File: config.mk
export PLATFORM = sky130hd
export DESIGN_NAME = pc_redirect_ctrl
export DESIGN_NICKNAME = d
export VERILOG_FILES = /design/src/rtl/pc_redirect_ctrl.sv
export SDC_FILE = /design/constraint.sdc
export NUM_CORES = 1
export LEC_CHECK = 0
export CAP_MARGIN = 20
export CORE_MARGIN = 2
export CORE_UTILIZATION = 43
export CTS_BUF_LIST = sky130_fd_sc_hd__clkbuf_8
export DETAILED_ROUTE_END_ITERATION = 8
export PLACE_DENSITY = 0.81
export SLEW_MARGIN = 20
export SYNTH_ARGS = -nofsm -noshare
export SYNTH_HDL_FRONTEND = slang
export SYNTH_SLANG_ARGS = --single-unit
File: constraint.sdc
create_clock -name clk -period 2.1 [get_ports clk]
set_input_delay 0.42 -clock clk [delete_from_list [all_inputs] [get_ports clk]]
set_output_delay 0.42 -clock clk [all_outputs]
set_load 0.01 [all_outputs]
File: src/rtl/pc_redirect_ctrl.sv
// Fetch PC sequencer: holds requests until accepted, applies EX redirects, flushes IF/ID.
// Optional statistics counters are built only when REDIRECT_STATS_EN is defined.
module pc_redirect_ctrl #(
    parameter logic [31:0] RESET_PC = 32'h4000_0000
) (
    input  logic        clk,
    input  logic        rst_n,
    input  logic        ex_valid,
    input  logic [1:0]  pc_sel,
    input  logic [31:0] jal_target,
    input  logic [31:0] alu_target,
    input  logic        stall,
    input  logic        fetch_ready,
    output logic [31:0] pc,
    output logic        fetch_valid,
    output logic        flush,
    output logic [31:0] redirect_cnt,
    output logic [31:0] bubble_cnt
);

    typedef enum logic [1:0] {
        BOOT,
        RUN,
        PEND,
        BUBBLE
    } state_t;

    state_t      state_q, state_d;
    logic [31:0] pc_q, pc_d;
    logic [31:0] pend_q, pend_d;
    logic        hold_q, hold_d;
    logic        kill_q, kill_d;
    logic        redirect_now;
    logic        accept;
    logic [31:0] raw_target;
    logic [31:0] target;

    assign redirect_now = ex_valid && (pc_sel != 2'b00) && (state_q != BOOT);
    assign raw_target   = (pc_sel == 2'b01) ? jal_target : alu_target;
    assign target       = raw_target & 32'hFFFF_FFFC;

    always_comb begin
        fetch_valid = 1'b0;
        unique case (state_q)
            RUN:     fetch_valid = !stall || hold_q;
            PEND:    fetch_valid = 1'b1;
            default: fetch_valid = 1'b0;
        endcase
    end

    assign accept = fetch_valid && fetch_ready;

    always_comb begin
        state_d = state_q;
        pc_d    = pc_q;
        pend_d  = pend_q;
        hold_d  = fetch_valid && !fetch_ready;
        kill_d  = 1'b0;
        unique case (state_q)
            BOOT: state_d = RUN;
            RUN: begin
                if (redirect_now) begin
                    kill_d = accept;
                    if (fetch_valid && !fetch_ready) begin
                        pend_d  = target;
                        state_d = PEND;
                    end else begin
                        pc_d    = target;
                        state_d = BUBBLE;
                    end
                end else if (accept) begin
                    pc_d = pc_q + 32'd4;
                end
            end
            PEND: begin
                // newest redirect wins, even over a same-cycle acceptance
                if (redirect_now) begin
                    pend_d = target;
                    kill_d = accept;
                end else if (fetch_ready) begin
                    pc_d    = pend_q;
                    kill_d  = 1'b1;
                    state_d = BUBBLE;
                end
            end
            BUBBLE: begin
                if (redirect_now) begin
                    pc_d = target;
                end else begin
                    state_d = RUN;
                end
            end
            default: state_d = BOOT;
        endcase
    end

    always_ff @(posedge clk or negedge rst_n) begin
        if (!rst_n) begin
            state_q <= BOOT;
            pc_q    <= RESET_PC;
            pend_q  <= 32'd0;
            hold_q  <= 1'b0;
            kill_q  <= 1'b0;
        end else begin
            state_q <= state_d;
            pc_q    <= pc_d;
            pend_q  <= pend_d;
            hold_q  <= hold_d;
            kill_q  <= kill_d;
        end
    end

    assign pc    = pc_q;
    assign flush = redirect_now || kill_q;

`ifdef REDIRECT_STATS_EN
    logic [31:0] rcnt_q;
    logic [31:0] bcnt_q;

    always_ff @(posedge clk or negedge rst_n) begin
        if (!rst_n) begin
            rcnt_q <= 32'd0;
            bcnt_q <= 32'd0;
        end else begin
            if (redirect_now && (rcnt_q != 32'hFFFF_FFFF)) begin
                rcnt_q <= rcnt_q + 32'd1;
            end
            if ((state_q == BUBBLE) && (bcnt_q != 32'hFFFF_FFFF)) begin
                bcnt_q <= bcnt_q + 32'd1;
            end
        end
    end

    assign redirect_cnt = rcnt_q;
    assign bubble_cnt   = bcnt_q;
`else
    assign redirect_cnt = 32'd0;
    assign bubble_cnt   = 32'd0;
`endif

endmodule
# After elaboration in Yosys (flattened, before gate mapping)
# Index checks and enable logic that the tools add are counted.
# totals
ff_bits,68
output_inout_bits,98
word_cells,57
inputBits,71
# op_classes
n_reduce_logical,16
add_sub_neg,1
eq_ne,13
muxes,22
# ops
operator,n
$mux 32,9
$pmux 32 s3,1
$pmux 32 s2,1
$add 32x3->32 const B,1
$ne 2x2->1 const B,7
$mux 2,4
$pmux 2 s4,1
$reduce_and 4->1,2
$ne 3x3->1 const B,2
$reduce_and 6->1,1
$reduce_bool 2->1,3
$eq 2x1->1 const B,2
$eq 2x2->1 const B,2
$logic_and 1x1->1,4
$mux 1,4
$pmux 1 s2,2
$reduce_bool 3->1,1
$logic_not 1->1,2
$logic_not 2->1,1
$logic_or 1x1->1,2

# Logic depth before layout (Yosys ltp)
# Gate-level depths: netlist of the first run.
# logic_depth
depth_word,7
depth_mapped,9
mapped_depth_nobuf,7

# Worst setup path before layout of the first run
# No wires, ideal clock.
# synth_timing
path_kind,flip-flop to flip-flop
from,register state_q[0]
to,"register pc_q[2], in the netlist pc[2]"
path_buffers,1
path_stages_with_launch,8
arrival_time_ns,2.071
slack_ns,-0.096
t_required_ns,1.975
synth_period_minus_slack_ns,2.196
path_cell_list,dfrtp_1 inv_1 ha_1 nor2b_1 a311o_1 a211oi_2 buf_2 mux2_2
# synth_via
elab_chain_cells,5
elab_cells_between_ends,17
cone_classes,8 x eq/ne; 3 x mux; 6 x reduce/logical
# synth_rtl
item,line_no,text
start: declaration,28,"state_t state_q, state_d;"
start signal: assignment,105,state_q <= state_d;
$eq 2x2->1 / $eq 2x1->1 (equally long branches),"44, 59",
$pmux 1 s2,44,unique case (state_q)
$logic_and 1x1->1 (on tied branches),"51, 64",
$ne 3x3->1 (no line),n/a,
$reduce_and 6->1 (no line),n/a,
end signal: assignment,106,pc_q <= pc_d;
end: declaration,29,"logic [31:0] pc_q, pc_d;"
# Parallel ways exist; a longest one is shown, timed or not.
# A chain may end at the register's enable or synchronous reset.

# Worst setup path after layout of the first run
# layout_timing
from,register state_q[1]
to,"register pc_q[13], in the netlist pc[13]"
# The elaborated chain is that of the path after synthesis.

==> run_results.csv, run 1 <==
group,metric,value,unit
detailed_routing,drt_wl_total,14900,microns
logic_synthesis,synthTopCellsByCount,"buf_4, dfrtp_1, o21ai_0, nand2_1, mux2_2",
floorplanning,die_x,110,microns
clock_tree,clk_latency,0.35,ns
global_routing,first_global_vias,4586,
timing,fin_skew,0.00835,ns
pwr,swShare,42.5,%
timing,timing.final.ws_setup,-0.214,ns
global_routing,grt_pass1_wl,22700,microns
outcome,violations,"setup timing",
pwr,leakage,2.94,nW
cells_and_area,fillerInstances,868,
logic_synthesis,ys_ff_latch,64,
setup_path,cp-end-kind,"flop",
cells_and_area,drive_gt1_share,27.5,%
global_routing,track_usage,24.4,%
clock_tree,cts.clk_slew.worst_paths,0.07,ns
pwr,p_int,5.75,mW
cells_and_area,instances_no_fill,849,
place,place_inst,819,
pwr,p_seq_share,24.4,%
setup_path,cp_common_cell,"buf_6",
detailed_routing,drtIter0Drc,321,
logic_synthesis,synth_flop_cell,"dfrtp_1",
place,io_buffers,98,
global_routing,grt_use_met1,28.9,%
setup_path,worst-path-max-fanout,6,
place,dp_hpwl,10500,microns
logic_synthesis,synth_sequential_area_ratio,33.5,%
detailed_routing,avgViaCountPerCell,5.72,
logic_synthesis,syn_area_per_cell,8.93,sq um
clock_tree,cts_tree,"yes",
setup_path,cpMaxStageDelayCell,"dfrtp_1",
floorplanning,io_pins,169,
timing,fmax,0.432,GHz
global_routing,use_met2,43.4,%
pwr,pwr-share-comb,65.6,%
floorplanning,start_util,44.2,%
cells_and_area,syn2layout_area_growth,43.7,%
timing,min_period,2.31,ns
setup_path,crit_family,"compound AO/OA/AOI/OAI gates",
global_routing,gr-usage-met3,5.81,%
pwr,powerDensity,1450,nW/um^2
pwr,peakVddDrop,0.715,mV
pwr,power.clock.fraction,9.9,%
cells_and_area,fin_nets,781,
place,placed_area,6210,sq um
logic_synthesis,synth_top_area_share,32.9,%
logic_synthesis,synth_xor_xnor_area_share,0.549,%
timing,hold_slack,0.0773,ns
logic_synthesis,ys_async_sr_fraction,100,%
detailed_routing,drt-wirelength-per-cell,17.5,microns
logic_synthesis,synth_area_leader_cell,"dfrtp_1",
run,drv_cap,0,
timing,fin_crit_sh,110,%
cells_and_area,final_cell_area,6880,sq um
clock_tree,cts.path.max_buffers,2,
global_routing,grt_max_degree,26,
cells_and_area,final_util,63.5,%
setup_path,cp_data_arrival_time,2.55,ns
global_routing,busiest_layer,"met2",
logic_synthesis,synth_most_common_cell,"buf_4",
setup_path,rrSetupSlack,-0.21,ns
logic_synthesis,syn_inst,536,
logic_synthesis,synth.distinct_cells,63,
logic_synthesis,yosysWarnings,0,
logic_synthesis,synth.top_cells.by_area,"dfrtp_1, buf_4, mux2_2, o21ai_0, mux2i_1",
outcome,status,"finished with violations",
logic_synthesis,synth-simple-area-share,16.6,%
detailed_routing,drc,0,
setup_path,crit_path_max_incr_delay,0.41,ns
floorplanning,core-area,10800,sq um
setup_path,worst_setup_path_start_kind,"flop",
logic_synthesis,synth_top_family_by_area,"compound AO/OA/AOI/OAI gates",
setup_path,worstPathCellList,"buf_6 > ha_4 > nor2b_1 > a311o_1 > a211o_1 > buf_6 > a221o_1 > o22a_1",
floorplanning,die-area,12000,sq um
clock_tree,htreeDepth,3,
timing,worst_pin_slew,0.595,ns
logic_synthesis,synth_edf_count,0,
clock_tree,clock_sinks,64,
timing,tns,-2.49,ns
global_routing,antenna_found_initial,0,
timing,finalSetupViolations,22,
setup_path,cp.buffers_inverters,2,
cells_and_area,antenna_cells,0,
setup_path,crit_type,"flop to flop",
timing,slew_headroom,60.3,%
setup_path,cp_data_required_time,2.33,ns
pwr,switching_power,4.25,mW
logic_synthesis,syn_area,4790,sq um
clock_tree,cts_root_buffer,"clkbuf_8",
floorplanning,num_rows,38,
logic_synthesis,synth_fa_ha_area_share,1.57,%
global_routing,grt_overflow,0,
detailed_routing,ant_nets,0,
worst_hold_path,hold_path.class,"primary input to async pin",
logic_synthesis,synth.area.mux_share,12.4,%
place,gp_congestion,0.921,
timing,finalHoldViolCount,0,
timing,drv_slew,0,
floorplanning,die_y,110,microns
detailed_routing,drtPass1Iterations,7,
timing,rsz0062_at_grt,"true",
detailed_routing,vias,4858,
logic_synthesis,synth_compound_area_share,21.3,%
clock_tree,cts_buffers,9,
==> area by class of cell <==
class / instances / area (sq um) / area share, %
Multi-Input combinational cell: 430 / 3020 / 43.8
Timing Repair Buffer: 187 / 1860 / 27.0
Sequential cell: 64 / 1600 / 23.3
Tap cell: 140 / 175 / 2.55
Clock buffer: 12 / 165 / 2.40
Inverter: 12 / 50.0 / 0.727
Clock inverter: 4 / 15.0 / 0.218
==> worst reg2reg max path, cell delays in order, from the launching register on <==
cell and delay, ns:
dfrtp_1 0.41, buf_6 0.13, ha_4 0.16, nor2b_1 0.14
a311o_1 0.32, a211o_1 0.38, buf_6 0.18, a221o_1 0.28
o22a_1 0.20
==> registers in the layout, indices dropped and copies added, names as in the netlist <==
register	count
pend_q	30
kill_q	1
hold_q	1
state_q	2
pc	30
==> worst paths after layout <==
kind	depth (start not counted)	startpoint	endpoint
hold / removal	1	rst_n	pc[26]
setup reg to reg	8	state_q[1]	pc[13]
max in group asynchronous	2	rst_n	pend_q[4]
setup / recovery	8	state_q[1]	pc[13]
min in group clk	2	pend_q[2]	pend_q[2]
hold reg to reg	2	pend_q[2]	pend_q[2]
==> power by group through the flow <==
stage	Combinational, mW	Clock [mW]	Sequential, mW
after floorplan	2.86	0	2.48
after global placement	5.07	0	2.39
after detailed placement	5.23	0	2.43
after CTS	5.84	0.997	2.40
after global routing	7.04	1.06	2.52
final	6.56	0.993	2.44
==> layer usage <==
layer | part of all wire [%] | wire length [microns]
met4 | 2.5 | 373
met1 | 38 | 5620
met2 | 51 | 7600
met3 | 8.5 | 1260
met5 | 0 | 0
==> placed cells by master, fill, tap and decap left out, types with 4 or more instances in the layout <==
cell / instances
a21oi_1: 12
buf_12: 8
nor2_2: 5
clkbuf_8: 12
nor4_1: 8
o21ai_1: 12
nand3_1: 14
dfrtp_1: 63
o31ai_1: 5
a22o_1: 6
inv_1: 12
a31oi_1: 16
o22a_1: 7
nand2_1: 38
buf_6: 15
mux2_2: 33
o21ai_0: 32
nor2_1: 24
clkdlybuf4s50_1: 94
a211oi_1: 8
mux2i_1: 19
conb_1: 66
buf_4: 62
nand2_2: 4
nand4_1: 10
a22oi_1: 7
nor3_1: 8
==> kinds of logic (layout without fill, tap and decap cells) <==
logic type / count (synthesis) / count (layout)
AOI/OAI and AO/OA: 151 / 151
xor gates and xnor gates: 3 / 3
adders and majority gates: 6 / 6
buffers and inverters: 107 / 215
DFF: 64 / 64
muxes: 55 / 55
other: 1 / 66
and+or+nand+nor: 149 / 149
==> stage by stage <==
step	worst slack (ns)	power (mW)
2_1_floorplan	0.0175	5.34
3_3_place_gp	-0.306	7.46
3_5_place_dp	-0.359	7.66
4_1_cts	-0.162	9.24
5_1_grt	-0.281	10.6
6_report	-0.214	10.0
==> what timing repair did <==
item | 4_1_cts | 5_1_grt
hold buffers | 0 | 0
setup endpoints to repair | 26 | 60
pin swaps | 7 | 17
gates cloned | 1 | 4
resized for setup | 40 | 58
buffers inserted | 6 | 5
(Power assumes the default switching activity.)
==> run 2: changes to the inputs <==
--- a/config.mk
+++ b/config.mk
@@ -11,6 +11,8 @@
 export CTS_BUF_LIST = sky130_fd_sc_hd__clkbuf_8
 export DETAILED_ROUTE_END_ITERATION = 8
 export PLACE_DENSITY = 0.81
+export REMOVE_ABC_BUFFERS = 1
+export SKIP_LAST_GASP = 1
 export SLEW_MARGIN = 20
 export SYNTH_ARGS = -nofsm -noshare
 export SYNTH_HDL_FRONTEND = slang
==> run 2 against run 1 <==
  * The flow still finishes with violations (setup timing)
  * Sequential power grew 2%
  * Non-clock buffer count shrank 5
  * Critical path depth grew 1
  * Final area grew 0.13%
==> run_results.csv, run 2 (synthesized netlist as in run 1, its figures left out) <==
group,metric,value,unit
timing,timing.final.ws_setup,-0.197,ns
global_routing,grt_pass1_wl,22800,microns
global_routing,track_usage,24.3,%
clock_tree,cts_tree,"yes",
setup_path,cp_data_arrival_time,2.55,ns
place,pre_cts_slack,-0.339,ns
setup_path,reg2reg_depth,9,
clock_tree,cts_buffers,9,
pwr,leakage,2.93,nW
clock_tree,clock_sinks,64,
timing,fmax,0.435,GHz
timing,finalHoldViolCount,0,
run,drv_cap,0,
global_routing,grt_max_degree,65,
floorplanning,num_rows,38,
timing,slew_headroom,62.9,%
detailed_routing,vias,4921,
cells_and_area,final_cell_area,6890,sq um
pwr,peakVddDrop,0.585,mV
place,dp_hpwl,10200,microns
cells_and_area,antenna_cells,0,
detailed_routing,ant_nets,0,
floorplanning,start_util,44.2,%
timing,tns,-2.99,ns
floorplanning,core-area,10800,sq um
clock_tree,clk_latency,0.35,ns
timing,drv_slew,0,
cells_and_area,final_util,63.6,%
detailed_routing,drt_wl_total,15600,microns
global_routing,antenna_found_initial,0,
place,io_buffers,98,
detailed_routing,avgViaCountPerCell,5.83,
detailed_routing,drc,0,
clock_tree,htreeDepth,3,
pwr,powerDensity,1470,nW/um^2
detailed_routing,drtPass1Iterations,6,
setup_path,cp-end-kind,"flop",
floorplanning,die_x,110,microns
floorplanning,die_y,110,microns
global_routing,first_global_vias,4467,
timing,rsz0062_at_grt,"true",
detailed_routing,drt-wirelength-per-cell,18.5,microns
place,gp_congestion,0.896,
setup_path,worst_setup_path_start_kind,"flop",
cells_and_area,final_cell_mix,"clkdlybuf4s50_1, conb_1, dfrtp_1",
cells_and_area,fin_nets,776,
cells_and_area,final_common_cell,"clkdlybuf4s50_1",
timing,finalSetupViolations,35,
cells_and_area,drive_gt1_share,28.0,%
timing,min_period,2.30,ns
timing,worst_pin_slew,0.553,ns
place,placed_area,6150,sq um
floorplanning,io_pins,169,
setup_path,crit_type,"flop to flop",
cells_and_area,syn2layout_area_growth,43.9,%
clock_tree,cts.path.max_buffers,2,
floorplanning,die-area,12000,sq um
setup_path,worst-path-max-fanout,7,
global_routing,grt_overflow,0,
timing,fin_skew,0.0159,ns
outcome,violations,"setup timing",
clock_tree,cts_root_buffer,"clkbuf_8",
setup_path,cp_data_required_time,2.35,ns
outcome,status,"finished with violations",
detailed_routing,drtIter0Drc,344,
clock_tree,cts.clk_slew.worst_paths,0.08,ns
worst_hold_path,hold_path.class,"primary input to async pin",
timing,fin_crit_sh,109,%
## run 2: layout make-up
| cell class | count | area [sq um] |
|---|---|---|
| Multi-Input combinational cell | 430 | 3060 |
| Inverter | 12 | 47.5 |
| Fill cell | 878 | 3950 |
| Sequential cell | 64 | 1600 |
| Tap cell | 140 | 175 |
| Clock inverter | 5 | 47.5 |
| Clock buffer | 11 | 151 |
| Timing Repair Buffer | 182 | 1810 |
## run 2: where the power goes
group / switching (mW) / internal, mW
clock network: 0.503 / 0.602
registers: 0.646 / 1.85
logic: 3.24 / 3.30
total: 4.39 / 5.75
## run 2: critical path, cell delays in order, from the launching register on
cell and delay (ns):
dfrtp_1 0.38, inv_2 0.07, buf_4 0.14, ha_4 0.17, nor2b_2 0.16, a311o_1 0.36
a211o_4 0.37, buf_12 0.15, clkbuf_16 0.15, o21ai_0 0.24
## run 2: final timing paths
| path | startpoint | end | slack [ns] |
|---|---|---|---|
| worst max-delay path | state_q[0] | pc[4] | -0.20 |
| worst min-delay path | rst_n | pend_q[7] | 0.09 |
| worst max register to register | state_q[0] | pc[4] | -0.20 |
| worst min register to register | pend_q[9] | pend_q[9] | 0.48 |
| max in group asynchronous | rst_n | pc[30] | 1.69 |
| min in group clk | pend_q[9] | pend_q[9] | 0.48 |
## run 2: stage by stage
stage | cells | hold WS (ns) | power [mW]
final | 844 | 0.0882 | 10.1
after global routing | 844 | 0.108 | 10.7
after CTS | 834 | 0.0976 | 9.11
after detailed placement | 813 | 0.469 | 7.56
after global placement | 813 | 0.462 | 7.33
after floorplan | 506 | 0.124 | 5.11
## run 2: routing by layer
layer | vias up | GRT usage (%) | share of wire [%]
met1 | 2367 | 32.2 | 39
li1 | 2182 | - | -
met3 | 55 | 3.62 | 9.5
met4 | 0 | 7.50 | 2.6
met5 | - | 0 | 0
met2 | 317 | 41.0 | 49
## run 2: timing repair
| item | in CTS | in global routing |
|---|---|---|
| pin swaps | 13 | 16 |
| hold buffers | 0 | 0 |
| resized for setup | 37 | 64 |
| gates cloned | 1 | 3 |
| setup endpoints to repair | 31 | 60 |
| buffers inserted | 4 | 7 |
==> run 3: changes to the inputs <==
--- a/config.mk
+++ b/config.mk
@@ -10,6 +10,7 @@
 export CORE_UTILIZATION = 43
 export CTS_BUF_LIST = sky130_fd_sc_hd__clkbuf_8
 export DETAILED_ROUTE_END_ITERATION = 8
+export MAX_ROUTING_LAYER = met4
 export PLACE_DENSITY = 0.81
 export REMOVE_ABC_BUFFERS = 1
 export SKIP_LAST_GASP = 1
==> run 3 against run 2 <==
  * The run still ends with setup timing left
  * Maximum frequency increased by 3.9%
  * Sequential power about the same
  * First-iteration DRC count increased by 0.58%
  * Combinational power decreased by 13%
==> run_results.csv, run 3 (synthesized netlist as in run 1, its figures left out) <==
group,metric,value,unit
setup_path,reg2reg_depth,7,
cells_and_area,antenna_cells,0,
cells_and_area,instances_no_fill,835,
setup_path,cp_data_required_time,2.33,ns
global_routing,grt_pass1_wl,22200,microns
clock_tree,cts.path.max_buffers,2,
clock_tree,clk_latency,0.35,ns
floorplanning,die_x,110,microns
cells_and_area,final_common_cell,"clkdlybuf4s50_1",
timing,fmax,0.452,GHz
pwr,leakage,2.78,nW
place,pre_cts_slack,-0.347,ns
clock_tree,cts_root_buffer,"clkbuf_8",
timing,rsz0062_at_grt,"true",
setup_path,rrSetupSlack,-0.11,ns
detailed_routing,ant_nets,0,
cells_and_area,syn2layout_area_growth,37.5,%
detailed_routing,drtIter0Drc,346,
floorplanning,die_y,110,microns
timing,worst_pin_slew,0.588,ns
setup_path,worst-path-max-fanout,5,
timing,finalHoldViolCount,0,
run,drv_cap,0,
timing,slew_headroom,60.4,%
global_routing,first_global_vias,4558,
global_routing,grt_overflow,0,
clock_tree,cts_buffers,9,
timing,hold_slack,0.0652,ns
setup_path,cp-end-kind,"flop",
detailed_routing,drt-wirelength-per-cell,17.1,microns
global_routing,antenna_found_initial,0,
outcome,status,"finished with violations",
clock_tree,cts_tree,"yes",
setup_path,crit_type,"flop to flop",
clock_tree,clock_sinks,64,
detailed_routing,avgViaCountPerCell,5.62,
cells_and_area,final_cell_mix,"clkdlybuf4s50_1, conb_1, dfrtp_1",
timing,min_period,2.21,ns
setup_path,r2r_end,"pc[18]",
clock_tree,cts.clk_slew.worst_paths,0.07,ns
place,gp_congestion,0.922,
detailed_routing,drc,0,
timing,drv_slew,0,
timing,fin_crit_sh,105,%
timing,finalSetupViolations,26,
floorplanning,start_util,44.2,%
clock_tree,htreeDepth,3,
worst_hold_path,hold_path.class,"primary input to async pin",
floorplanning,core-area,10800,sq um
clock_tree,cts_hold_buf,0,
pwr,powerDensity,1410,nW/um^2
setup_path,r2r_start,"state_q[0]",
outcome,violations,"setup timing",
detailed_routing,drtPass1Iterations,5,
timing,fin_skew,0.00790,ns
place,dp_hpwl,10400,microns
place,place_inst,814,
pwr,power,9.31,mW
detailed_routing,drt_wl_total,14300,microns
detailed_routing,vias,4693,
place,io_buffers,98,
setup_path,cp_data_arrival_time,2.44,ns
timing,tns,-1.27,ns
global_routing,grt_max_degree,65,
floorplanning,num_rows,38,
global_routing,track_usage,24.5,%
cells_and_area,fin_nets,767,
pwr,peakVddDrop,0.582,mV
floorplanning,die-area,12000,sq um
cells_and_area,drive_gt1_share,24.3,%
floorplanning,io_pins,169,
setup_path,worst_setup_path_start_kind,"flop",
timing,timing.final.ws_setup,-0.112,ns
run 3: cell types whose count changed in the layout (fill, tap and decap cells not counted), sizes merged:
cell	change
buf	-5
clkbuf	-4
clkdlybuf4s50	+1
clkinvlp	+2
dlymetal6s2s	-1
inv	-2
run 3: worst max-delay path: stages, from the launching register on:
cell and delay, ns:
dfrtp_1 0.40, inv_2 0.11, ha_4 0.21, nor2b_4 0.12, a311o_1 0.40, a211o_4 0.38, buf_6 0.15, o32a_1 0.32
run 3: worst max-delay path by stage:
stage / start / end / slack (ns)
after global placement: pc_sel[1] / pc[20] / -0.30
after floorplan: state_q[0] / pend_q[11] / -1.33
after global routing: state_q[1] / pc[13] / -0.16
final: state_q[0] / pc[18] / -0.11
after detailed placement: pc_sel[0] / pc[14] / -0.35
after CTS: state_q[1] / pc[21] / -0.09
run 3: timing repair:
item                       in CTS  in global routing
setup endpoints to repair      30                 47
pin swaps                       3                 10
buffers inserted                2                  1
gates cloned                    1                  1
resized for setup              24                 35
run 3: cell type report:
class | count | area (sq um)
Fill cell | 911 | 4260
Multi-Input combinational cell | 430 | 2920
Timing Repair Buffer | 173 | 1630
Sequential cell | 64 | 1600
Tap cell | 140 | 175
Clock buffer | 11 | 151
Clock inverter | 5 | 55.1
Inverter | 12 | 45.0
run 3: power by group:
group | switching [mW] | internal [mW]
Clock | 0.500 | 0.608
Combinational | 2.88 | 2.84
Sequential | 0.629 | 1.85
Total | 4.01 | 5.30
run 3: metal layers:
layer | track usage (%) | vias to the layer above | wire length [microns]
met5 | - | - | 0
met4 | 9.95 | 0 | 308
met3 | 4.03 | 36 | 1280
met2 | 40.5 | 273 | 6990
met1 | 29.8 | 2213 | 5700
li1 | - | 2171 | -
run 3: per-stage QoR:
step / utilization (%) / instance area [sq um]
5_1_grt: 60.7 / 6580
3_3_place_gp: 56.8 / 6160
6_report: 60.7 / 6580
2_1_floorplan: - / 4410
4_1_cts: 59.6 / 6460
3_5_place_dp: 56.8 / 6160
